[src/rtl/uart_rx_ctrl_pkg.sv]
// Shared types and constants for the UART receive controller and its byte FIFO.
package uart_rx_ctrl_pkg;

    typedef enum logic [1:0] {
        ST_OFF = 2'd0,
        ST_ARM = 2'd1,
        ST_RUN = 2'd2
    } rx_state_e;

    localparam int          DEF_DEPTH   = 4;
    localparam int          DEF_ARM_CYC = 4;
    localparam logic [7:0]  FERR_MAX    = 8'd255;

    function automatic logic [7:0] ferr_sat_inc(input logic [7:0] v);
        return (v == FERR_MAX) ? FERR_MAX : v + 8'd1;
    endfunction

endpackage

[src/rtl/uart_rx_fifo.sv]
// Show-ahead byte FIFO: a push at edge N is visible on rd_data_o right after edge N.
// Pop only when non-empty; a push while full without a same-cycle pop is dropped and flagged.
module uart_rx_fifo
    import uart_rx_ctrl_pkg::*;
#(
    parameter int DEPTH  = DEF_DEPTH,
    parameter int ADDR_W = $clog2(DEPTH)
) (
    input  logic              clk_i,
    input  logic              rst_n_i,
    input  logic              push_i,
    input  logic [7:0]        push_dat_i,
    input  logic              pop_i,
    input  logic              flush_i,
    output logic [7:0]        rd_data_o,
    output logic [ADDR_W:0]   count_o,
    output logic              full_o,
    output logic              empty_o,
    output logic              drop_o
);

    logic [7:0]        mem_q [DEPTH];
    logic [ADDR_W-1:0] wr_ptr_q;
    logic [ADDR_W-1:0] rd_ptr_q;
    logic [ADDR_W:0]   count_q;
    logic              do_push;
    logic              do_pop;

    assign empty_o   = (count_q == '0);
    assign full_o    = (count_q == (ADDR_W+1)'(DEPTH));
    assign do_pop    = pop_i && !empty_o;
    // A pop frees the slot in the same cycle, so a full FIFO still takes the byte.
    assign do_push   = push_i && (!full_o || do_pop);
    assign drop_o    = push_i && full_o && !do_pop && !flush_i;
    assign rd_data_o = mem_q[rd_ptr_q];
    assign count_o   = count_q;

    always_ff @(posedge clk_i) begin
        if (!rst_n_i) begin
            wr_ptr_q <= '0;
            rd_ptr_q <= '0;
            count_q  <= '0;
            for (int i = 0; i < DEPTH; i++) begin
                mem_q[i] <= 8'h00;
            end
        end else if (flush_i) begin
            wr_ptr_q <= '0;
            rd_ptr_q <= '0;
            count_q  <= '0;
        end else begin
            if (do_push) begin
                mem_q[wr_ptr_q] <= push_dat_i;
                wr_ptr_q        <= wr_ptr_q + ADDR_W'(1);
            end
            if (do_pop) begin
                rd_ptr_q <= rd_ptr_q + ADDR_W'(1);
            end
            case ({do_push, do_pop})
                2'b10:   count_q <= count_q + (ADDR_W+1)'(1);
                2'b01:   count_q <= count_q - (ADDR_W+1)'(1);
                default: count_q <= count_q;
            endcase
        end
    end

endmodule

[src/rtl/uart_rx_ctrl.sv]
// UART receive controller: arms the receive FSM, queues bytes, records framing errors/overruns.
// Bytes reach rd_data the cycle after load_buffer; rd_valid/rd_ready handoff, overflow drops and sets overrun.
module uart_rx_ctrl
    import uart_rx_ctrl_pkg::*;
#(
    parameter int DEPTH   = DEF_DEPTH,
    parameter int ADDR_W  = $clog2(DEPTH),
    parameter int ARM_CYC = DEF_ARM_CYC
) (
    input  logic              CLOCK,
    input  logic              reset,
    input  logic              rx_en,
    input  logic              flush,
    input  logic              load_buffer,
    input  logic              SFE,
    input  logic [7:0]        rx_byte,
    output logic              rx_fsm_rst,
    output logic [7:0]        rd_data,
    output logic              rd_valid,
    input  logic              rd_ready,
    output logic [ADDR_W:0]   count,
    output logic              overrun,
    output logic              frame_err,
    output logic [7:0]        ferr_cnt,
    input  logic              err_clr
);

    localparam int                ARM_W    = (ARM_CYC > 1) ? $clog2(ARM_CYC) : 1;
    localparam logic [ARM_W-1:0]  ARM_LAST = ARM_W'(ARM_CYC - 1);

    rx_state_e         state_q, state_d;
    logic [ARM_W-1:0]  arm_cnt_q, arm_cnt_d;
    logic              rx_fsm_rst_q, rx_fsm_rst_d;
    logic              run_acc;
    logic              overrun_q, overrun_d;
    logic              frame_err_q, frame_err_d;
    logic [7:0]        ferr_cnt_q, ferr_cnt_d;
    logic              fifo_push;
    logic              fifo_full;
    logic              fifo_empty;
    logic              fifo_drop;
    logic              sfe_acc;

    always_ff @(posedge CLOCK) begin
        if (!reset) begin
            state_q   <= ST_OFF;
            arm_cnt_q <= '0;
        end else begin
            state_q   <= state_d;
            arm_cnt_q <= arm_cnt_d;
        end
    end

    always_comb begin
        state_d   = ST_OFF;
        arm_cnt_d = '0;
        case (state_q)
            ST_OFF: begin
                if (rx_en) state_d = ST_ARM;
            end
            ST_ARM: begin
                if (!rx_en) begin
                    state_d = ST_OFF;
                end else if (arm_cnt_q == ARM_LAST) begin
                    state_d = ST_RUN;
                end else begin
                    state_d   = ST_ARM;
                    arm_cnt_d = arm_cnt_q + ARM_W'(1);
                end
            end
            ST_RUN: begin
                state_d = rx_en ? ST_RUN : ST_OFF;
            end
            default: state_d = ST_OFF;
        endcase
    end

    // Registering the next-state view keeps rx_fsm_rst glitch-free towards the receive FSM.
    always_comb begin
        rx_fsm_rst_d = (state_d != ST_RUN);
        run_acc      = (state_q == ST_RUN);
    end

    assign fifo_push = run_acc && load_buffer;
    assign sfe_acc   = run_acc && SFE;

    uart_rx_fifo #(
        .DEPTH  (DEPTH),
        .ADDR_W (ADDR_W)
    ) u_fifo (
        .clk_i      (CLOCK),
        .rst_n_i    (reset),
        .push_i     (fifo_push),
        .push_dat_i (rx_byte),
        .pop_i      (rd_ready),
        .flush_i    (flush),
        .rd_data_o  (rd_data),
        .count_o    (count),
        .full_o     (fifo_full),
        .empty_o    (fifo_empty),
        .drop_o     (fifo_drop)
    );

    drop_implies_full: assert property (@(posedge CLOCK) disable iff (!reset) fifo_drop |-> fifo_full);

    // A fresh event in the err_clr cycle wins over the clear.
    always_comb begin
        overrun_d   = overrun_q;
        frame_err_d = frame_err_q;
        ferr_cnt_d  = ferr_cnt_q;
        if (sfe_acc) begin
            frame_err_d = 1'b1;
            ferr_cnt_d  = err_clr ? 8'd1 : ferr_sat_inc(ferr_cnt_q);
        end else if (err_clr) begin
            frame_err_d = 1'b0;
            ferr_cnt_d  = 8'd0;
        end
        if (fifo_drop) begin
            overrun_d = 1'b1;
        end else if (err_clr) begin
            overrun_d = 1'b0;
        end
    end

    always_ff @(posedge CLOCK) begin
        if (!reset) begin
            rx_fsm_rst_q <= 1'b1;
            overrun_q    <= 1'b0;
            frame_err_q  <= 1'b0;
            ferr_cnt_q   <= 8'd0;
        end else begin
            rx_fsm_rst_q <= rx_fsm_rst_d;
            overrun_q    <= overrun_d;
            frame_err_q  <= frame_err_d;
            ferr_cnt_q   <= ferr_cnt_d;
        end
    end

    assign rx_fsm_rst = rx_fsm_rst_q;
    assign rd_valid   = !fifo_empty;
    assign overrun    = overrun_q;
    assign frame_err  = frame_err_q;
    assign ferr_cnt   = ferr_cnt_q;

endmodule

[config.mk]
export PLATFORM = sky130hd
export DESIGN_NAME = uart_rx_ctrl
export DESIGN_NICKNAME = d
export VERILOG_FILES = /design/src/rtl/uart_rx_ctrl_pkg.sv /design/src/rtl/uart_rx_fifo.sv /design/src/rtl/uart_rx_ctrl.sv
export SDC_FILE = /design/constraint.sdc
export NUM_CORES = 1
export LEC_CHECK = 0
export CORE_ASPECT_RATIO = 0.8
export CORE_MARGIN = 3
export CORE_UTILIZATION = 53
export CTS_CLUSTER_SIZE = 20
export DETAILED_ROUTE_END_ITERATION = 6
export GPL_ROUTABILITY_DRIVEN = 0
export GPL_TIMING_DRIVEN = 0
export PLACE_DENSITY = 0.82
export SLEW_MARGIN = 20
export SYNTH_ARGS = -nofsm -noshare
export SYNTH_HDL_FRONTEND = slang
export SYNTH_SLANG_ARGS = --single-unit
[constraint.sdc]
create_clock -name CLOCK -period 2.29 [get_ports CLOCK]
set_input_delay 0.458 -clock CLOCK [delete_from_list [all_inputs] [get_ports CLOCK]]
set_output_delay 0.458 -clock CLOCK [all_outputs]
set_load 0.02 [all_outputs]
# Word level (Yosys, flattened, before mapping)
# Memory sizes are Yosys's and may differ from the RTL's. A register that Yosys moved wholly into a read port is not among the register bits.
# Cells that the tools add are included.
# Widths: inputs -> output; s select.
dict set report op_classes {
  add_sub_neg 6
  n_eq_ne 8
  n_mux 23
  bitwise_logic 3
  reduce_logical 20
}
# op count
set ops {}
lappend ops {{$mux 8} 5}
lappend ops {{$mux 2} 6}
lappend ops {{$mux 1} 10}
lappend ops {{$add 8x1->8 const B} 1}
lappend ops {{$eq 8x8->1 const B} 1}
lappend ops {{$reduce_or 8->1} 1}
lappend ops {{$logic_and 1x1->1} 7}
lappend ops {{$add 2x1->2 const B} 3}
lappend ops {{$eq 2x2->1 const B} 3}
lappend ops {{$pmux 2 s3} 1}
lappend ops {{$pmux 3 s2} 1}
lappend ops {{$reduce_bool 2->1} 3}
lappend ops {{$eq 2x1->1 const B} 2}
lappend ops {{$logic_not 1->1} 4}
lappend ops {{$reduce_or 4->1} 1}
lappend ops {{$add 3x1->3 const B} 1}
lappend ops {{$eq 3x3->1 const B} 1}
lappend ops {{$logic_not 3->1} 1}
lappend ops {{$not 1->1} 3}
lappend ops {{$sub 3x1->3 const B} 1}
lappend ops {{$logic_not 2->1} 1}
lappend ops {{$ne 2x2->1 const B} 1}
lappend ops {{$reduce_or 2->1} 1}
lappend ops {{$logic_or 1x1->1} 1}
dict set report totals {
  ff_bits 22
  ram_bits 32
  out_inout_bits 23
  memories 1
}
# memory words width read_ports rd_clocked_by_memory_dff wr line
set mem_list {}
lappend mem_list {u_fifo.mem_q 4 8 1 1 4 uart_rx_fifo.sv:22} ;# logic [7:0] mem_q [DEPTH];

# Depth between registers and ports, before layout
dict set report depth {
  word_depth 11
  mapped_depth 9
  depth_no_buf 9
}

# Modules after synthesis
# Synthesis repeated with hierarchy kept, for this count alone.
dict set report hier_totals {
  cells_unflattened 223
  area_unflattened_um2 2741.4
}
# mod n_inst cells_each area_each_um2
set modules_own_cells {}
lappend modules_own_cells {uart_rx_fifo 1 156 2048.2}
lappend modules_own_cells {uart_rx_ctrl 1 67 693.2}

# Least setup slack after synthesis
# No wires, ideal clock.
dict set report synth_timing {
  kind {flip-flop to flip-flop}
  from {register u_fifo.count_q[0], in the netlist u_fifo.count_o[0]}
  to {register u_fifo.count_q[2], in the netlist u_fifo.count_o[2]}
  setup_ns 0.070
  arrival_ns 2.101
  setup_slack_ns 0.119
  stages_incl_launch_ff 10
  n_path_buf 0
  path_cell_list {dfxtp_1 -> nor4b_4 -> nor2_1 -> inv_1 -> ha_1 -> inv_1 -> fa_1 -> xor2_1 -> or3_1 -> a21oi_1}
}
dict set report synth_via {
  elab_chain_len 7
}
# element line
set synth_rtl {}
lappend synth_rtl {{start: declaration} uart_rx_fifo.sv:25} ;# logic [ADDR_W:0] count_q;
lappend synth_rtl {{start signal: assignment} uart_rx_fifo.sv:59} ;# 2'b10: count_q <= count_q + (ADDR_W+1)'(1);
lappend synth_rtl {{start signal: assignment} uart_rx_fifo.sv:60} ;# 2'b01: count_q <= count_q - (ADDR_W+1)'(1);
lappend synth_rtl {{start signal: assignment} uart_rx_fifo.sv:61} ;# default: count_q <= count_q;
lappend synth_rtl {{$logic_not 3->1} uart_rx_fifo.sv:29} ;# assign empty_o = (count_q == '0);
lappend synth_rtl {{$logic_not 1->1} uart_rx_fifo.sv:31} ;# assign do_pop = pop_i && !empty_o;
lappend synth_rtl {{$logic_and 1x1->1} uart_rx_fifo.sv:31}
lappend synth_rtl {{$logic_or 1x1->1} uart_rx_fifo.sv:33} ;# assign do_push = push_i && (!full_o || do_pop);
lappend synth_rtl {{$logic_and 1x1->1} uart_rx_fifo.sv:33}
lappend synth_rtl {{$eq 2x1->1 / $eq 2x2->1 (equally long branches)} uart_rx_fifo.sv:58} ;# case ({do_push, do_pop})
lappend synth_rtl {{$pmux 3 s2 / $reduce_bool 2->1 (equally long branches)} -}
# Parallel ways exist; a longest one is shown, timed or not.
# A chain may end at the register's enable or synchronous reset.

# Worst setup path in the final report
dict set report layout_timing {
  from {input rd_ready}
  to {register u_fifo.count_q[2], in the netlist u_fifo.count_o[2]}
}
dict set report layout_via {
  elab_chain_len 5
}
# element line
set layout_rtl {}
lappend layout_rtl {{start: declaration} uart_rx_ctrl.sv:20} ;# input logic rd_ready,
lappend layout_rtl {{$logic_and 1x1->1 (*)} uart_rx_fifo.sv:31}
lappend layout_rtl {{$logic_or 1x1->1} uart_rx_fifo.sv:33}
lappend layout_rtl {{$logic_and 1x1->1} uart_rx_fifo.sv:33}
lappend layout_rtl {{$eq 2x1->1 / $eq 2x2->1 (equally long branches)} uart_rx_fifo.sv:58}
lappend layout_rtl {{$pmux 3 s2 / $reduce_bool 2->1 (equally long branches)} -}
# Every way passes the cells marked *; elsewhere a longest branch is shown, timed or not.

==> flow_metrics.py <==
metrics = {
    "layout": {
        "fillers": 336,
        "layout.nets": 268,
        "syn2layout_area_growth_pct": 23.5,
        "layout_common_cells": "and2_1, edfxtp_1, clkdlybuf4s50_1",
        "drive_gt1_share_pct": 14.1,
        "fin_util_pct": 70.8,
        "fin_cells": 306,
        "layout_commonest_cell": "and2_1",
        "fin_area_mm2": 0.00307,
        "diodes": 0,
    },
    "pwr": {
        "p_sw_mw": 0.343,
        "combPwrFrac_pct": 4.9,
        "power.density_mw_per_mm2": 546,
        "p_sw_share_pct": 20.4,
        "vdd_ir_drop_max_v": 0.000416,
        "p_int_mw": 1.33,
        "clkPwrFrac_pct": 30.4,
        "p_leak_nw": 1.11,
        "total_power_mw": 1.68,
        "p_seq_share_pct": 64.7,
    },
    "synthesis": {
        "ys_seq_area_share_pct": 58.0,
        "ys.flop_type": "edfxtp_1",
        "netlist_area_mm2": 0.00248,
        "synth_edf_count": 32,
        "ys_ff_latch": 56,
        "synth_cell_types": 42,
        "synthCells": 200,
        "postSynth.asyncResetShare_pct": 0,
        "syn_nets": 220,
        "ys.warnings.count": 0,
        "syn_area_per_cell_um2": 12.4,
    },
    "setup_path": {
        "end_kind": "flip-flop",
        "arrival_ps": 2460,
        "path_class": "in -> reg",
        "path_max_fanout": 4,
        "critPathRequiredTime_ps": 2530,
        "critPathLaunchType": "input port",
    },
    "cts": {
        "clk_latency_ps": 300,
        "numCtsBuffers": 5,
        "root_buffer": "clkbuf_8",
        "cts_tree": "built",
        "clock_sinks": 56,
        "htree_levels": 2,
        "clk_pin_slew_worst_paths_ps": 90,
        "clk_path_buf_depth": 2,
    },
    "placement": {
        "portBuffers": 38,
        "placed_cells": 295,
        "place_area_mm2": 0.00294,
        "dp_hpwl_um": 3310,
        "place_ws_ps": -598,
    },
    "detailed_routing": {
        "top_layer_used": "met4",
        "wire_per_inst_um": 15.4,
        "vias": 1606,
        "wl_met1_um": 2220,
        "ant_nets": 0,
        "viasPerCell": 5.25,
        "wl_met2_um": 2240,
        "routed_wl_um": 4710,
        "drt-initial-drc-count": 78,
        "first_pass_iters": 4,
        "wl_met3_um": 200,
        "drc": 0,
    },
    "floorplanning": {
        "io_pins": 39,
        "die_w_um": 82.6,
        "initial_core_util_pct": 57.3,
        "dieArea_mm2": 0.00555,
        "core-area_mm2": 0.00434,
        "die_h_um": 67.2,
        "num_rows": 21,
    },
    "sta": {
        "finalSetupViolCount": 0,
        "setup_tns_ps": 0,
        "relSlewSlack_pct": 38.7,
        "whs_ps": 436,
        "finalCritPeriodShare_pct": 97.3,
        "max_freq_ghz": 0.449,
        "skew_ps": 5.57,
        "post-route-min-period_ps": 2230,
        "maxSlewViolCount": 0,
        "setup_slack_ps": 63.0,
        "max_slew.worst_pin.slew_ps": 913,
        "finalHoldViolCount": 0,
    },
    "global_routing": {
        "grt_overflow": 0,
        "grt_first_pass_wirelength_um": 7650,
        "grt_pass1_vias": 1611,
        "grt_max_degree": 17,
        "grt_usage_pct": 18.8,
        "antenna_found_initial": 0,
    },
    "run": {
        "drv_cap": 0,
    },
    "run_status": {
        "outcome": "finished, final reports clean",
    },
    "worst_hold_path": {
        "holdCritPathClass": "reg -> reg",
    },
}
metal layers:
metal | vias up | global-route usage, %
met1 | 760 | 25.9
met4 | 0 | 7.35
li1 | 810 | -
met2 | 31 | 29.1
met3 | 5 | 4.40
met5 | - | 0
synth_stat cells, types with 2 or more instances:
cell type,number,area [um2]
a211oi_1,3,22.5
a21oi_1,7,35.0
a311oi_1,2,17.5
and2_1,33,206
and3_1,2,12.5
buf_2,2,10.0
dfxtp_1,24,480
edfxtp_1,32,961
ha_1,3,37.5
inv_1,10,37.5
mux4_2,8,180
nand2_1,7,26.3
nand2b_1,6,37.5
nand3_1,3,15.0
nand3b_1,2,15.0
nor2_1,16,60.1
nor2b_1,2,12.5
nor3_1,6,30.0
nor3b_4,2,37.5
nor4_1,3,18.8
o21ai_0,2,10.0
or3_1,2,12.5
xnor2_1,2,17.5
xor2_1,3,26.3
worst paths after layout:
kind                                   startpoint                end  slack [ps]  cells after the start
worst max register to register  u_fifo.count_o[2]  u_fifo.count_o[2]          90                      9
worst min register to register       arm_cnt_q[0]       arm_cnt_q[0]         440                      1
worst min-delay path                 arm_cnt_q[0]       arm_cnt_q[0]         440                      1
worst max-delay path                     rd_ready  u_fifo.count_o[2]          60                     10
area by class of cell:
cell class	instances	area [um2]	area share, %
Multi-Input combinational cell	128	1000	32.7
Inverter	10	37.5	1.22
Sequential cell	56	1440	47.0
Buffer	5	35.0	1.14
Clock inverter	1	5.00	0.163
Tap cell	57	71.3	2.32
Clock buffer	7	76.3	2.49
Timing Repair Buffer	42	398	13.0
timing repair:
| action | in CTS | in global routing |
|---|---|---|
| gates resized for setup | 15 | 5 |
| endpoints found under the setup margin | 33 | 25 |
| pin swaps | 1 | 2 |
| cloned | 0 | 0 |
| hold buffers | 0 | 0 |
| buffers inserted | 2 | 2 |
power by group through the flow:
stage	Combinational, mW	Sequential [mW]	Clock, mW
2_1_floorplan	0.0337	1.11	0
4_1_cts	0.0817	1.09	0.520
3_5_place_dp	0.0844	1.11	0
3_3_place_gp	0.0832	1.11	0
6_report	0.0813	1.09	0.510
5_1_grt	0.0881	1.09	0.553
worst max-delay path: stages:
cell and delay (ps):
dlygate4sd2_1 270, nor4b_4 360, nor2_4 80, inv_1 60
ha_2 170, inv_1 60, fa_2 350, xor2_1 160
or3_1 340, a21oi_2 150
kinds of logic (layout without fill, tap and decap cells):
logic type      Yosys count  after routing  share of synthesized area, %
xor+xnor                  5              5                          1.76
simple gates             91             91                          22.4
fa+ha+maj                 4              4                          2.32
buf+inv                  16             65                          2.97
compound gates           20             20                          5.29
flops                    56             56                          58.0
mux                       8              8                          7.25
state kept, by name (all words and copies together) (netlist names), named ones only:
signal and cells:
arm_cnt_q 2, ferr_cnt 8, frame_err 1, overrun 1, rx_fsm_rst 1, state_q 2
u_fifo.count_o 3, u_fifo.mem_q 32, u_fifo.rd_ptr_q 2, u_fifo.wr_ptr_q 2
Note: power is estimated with default switching activity, not from simulation.
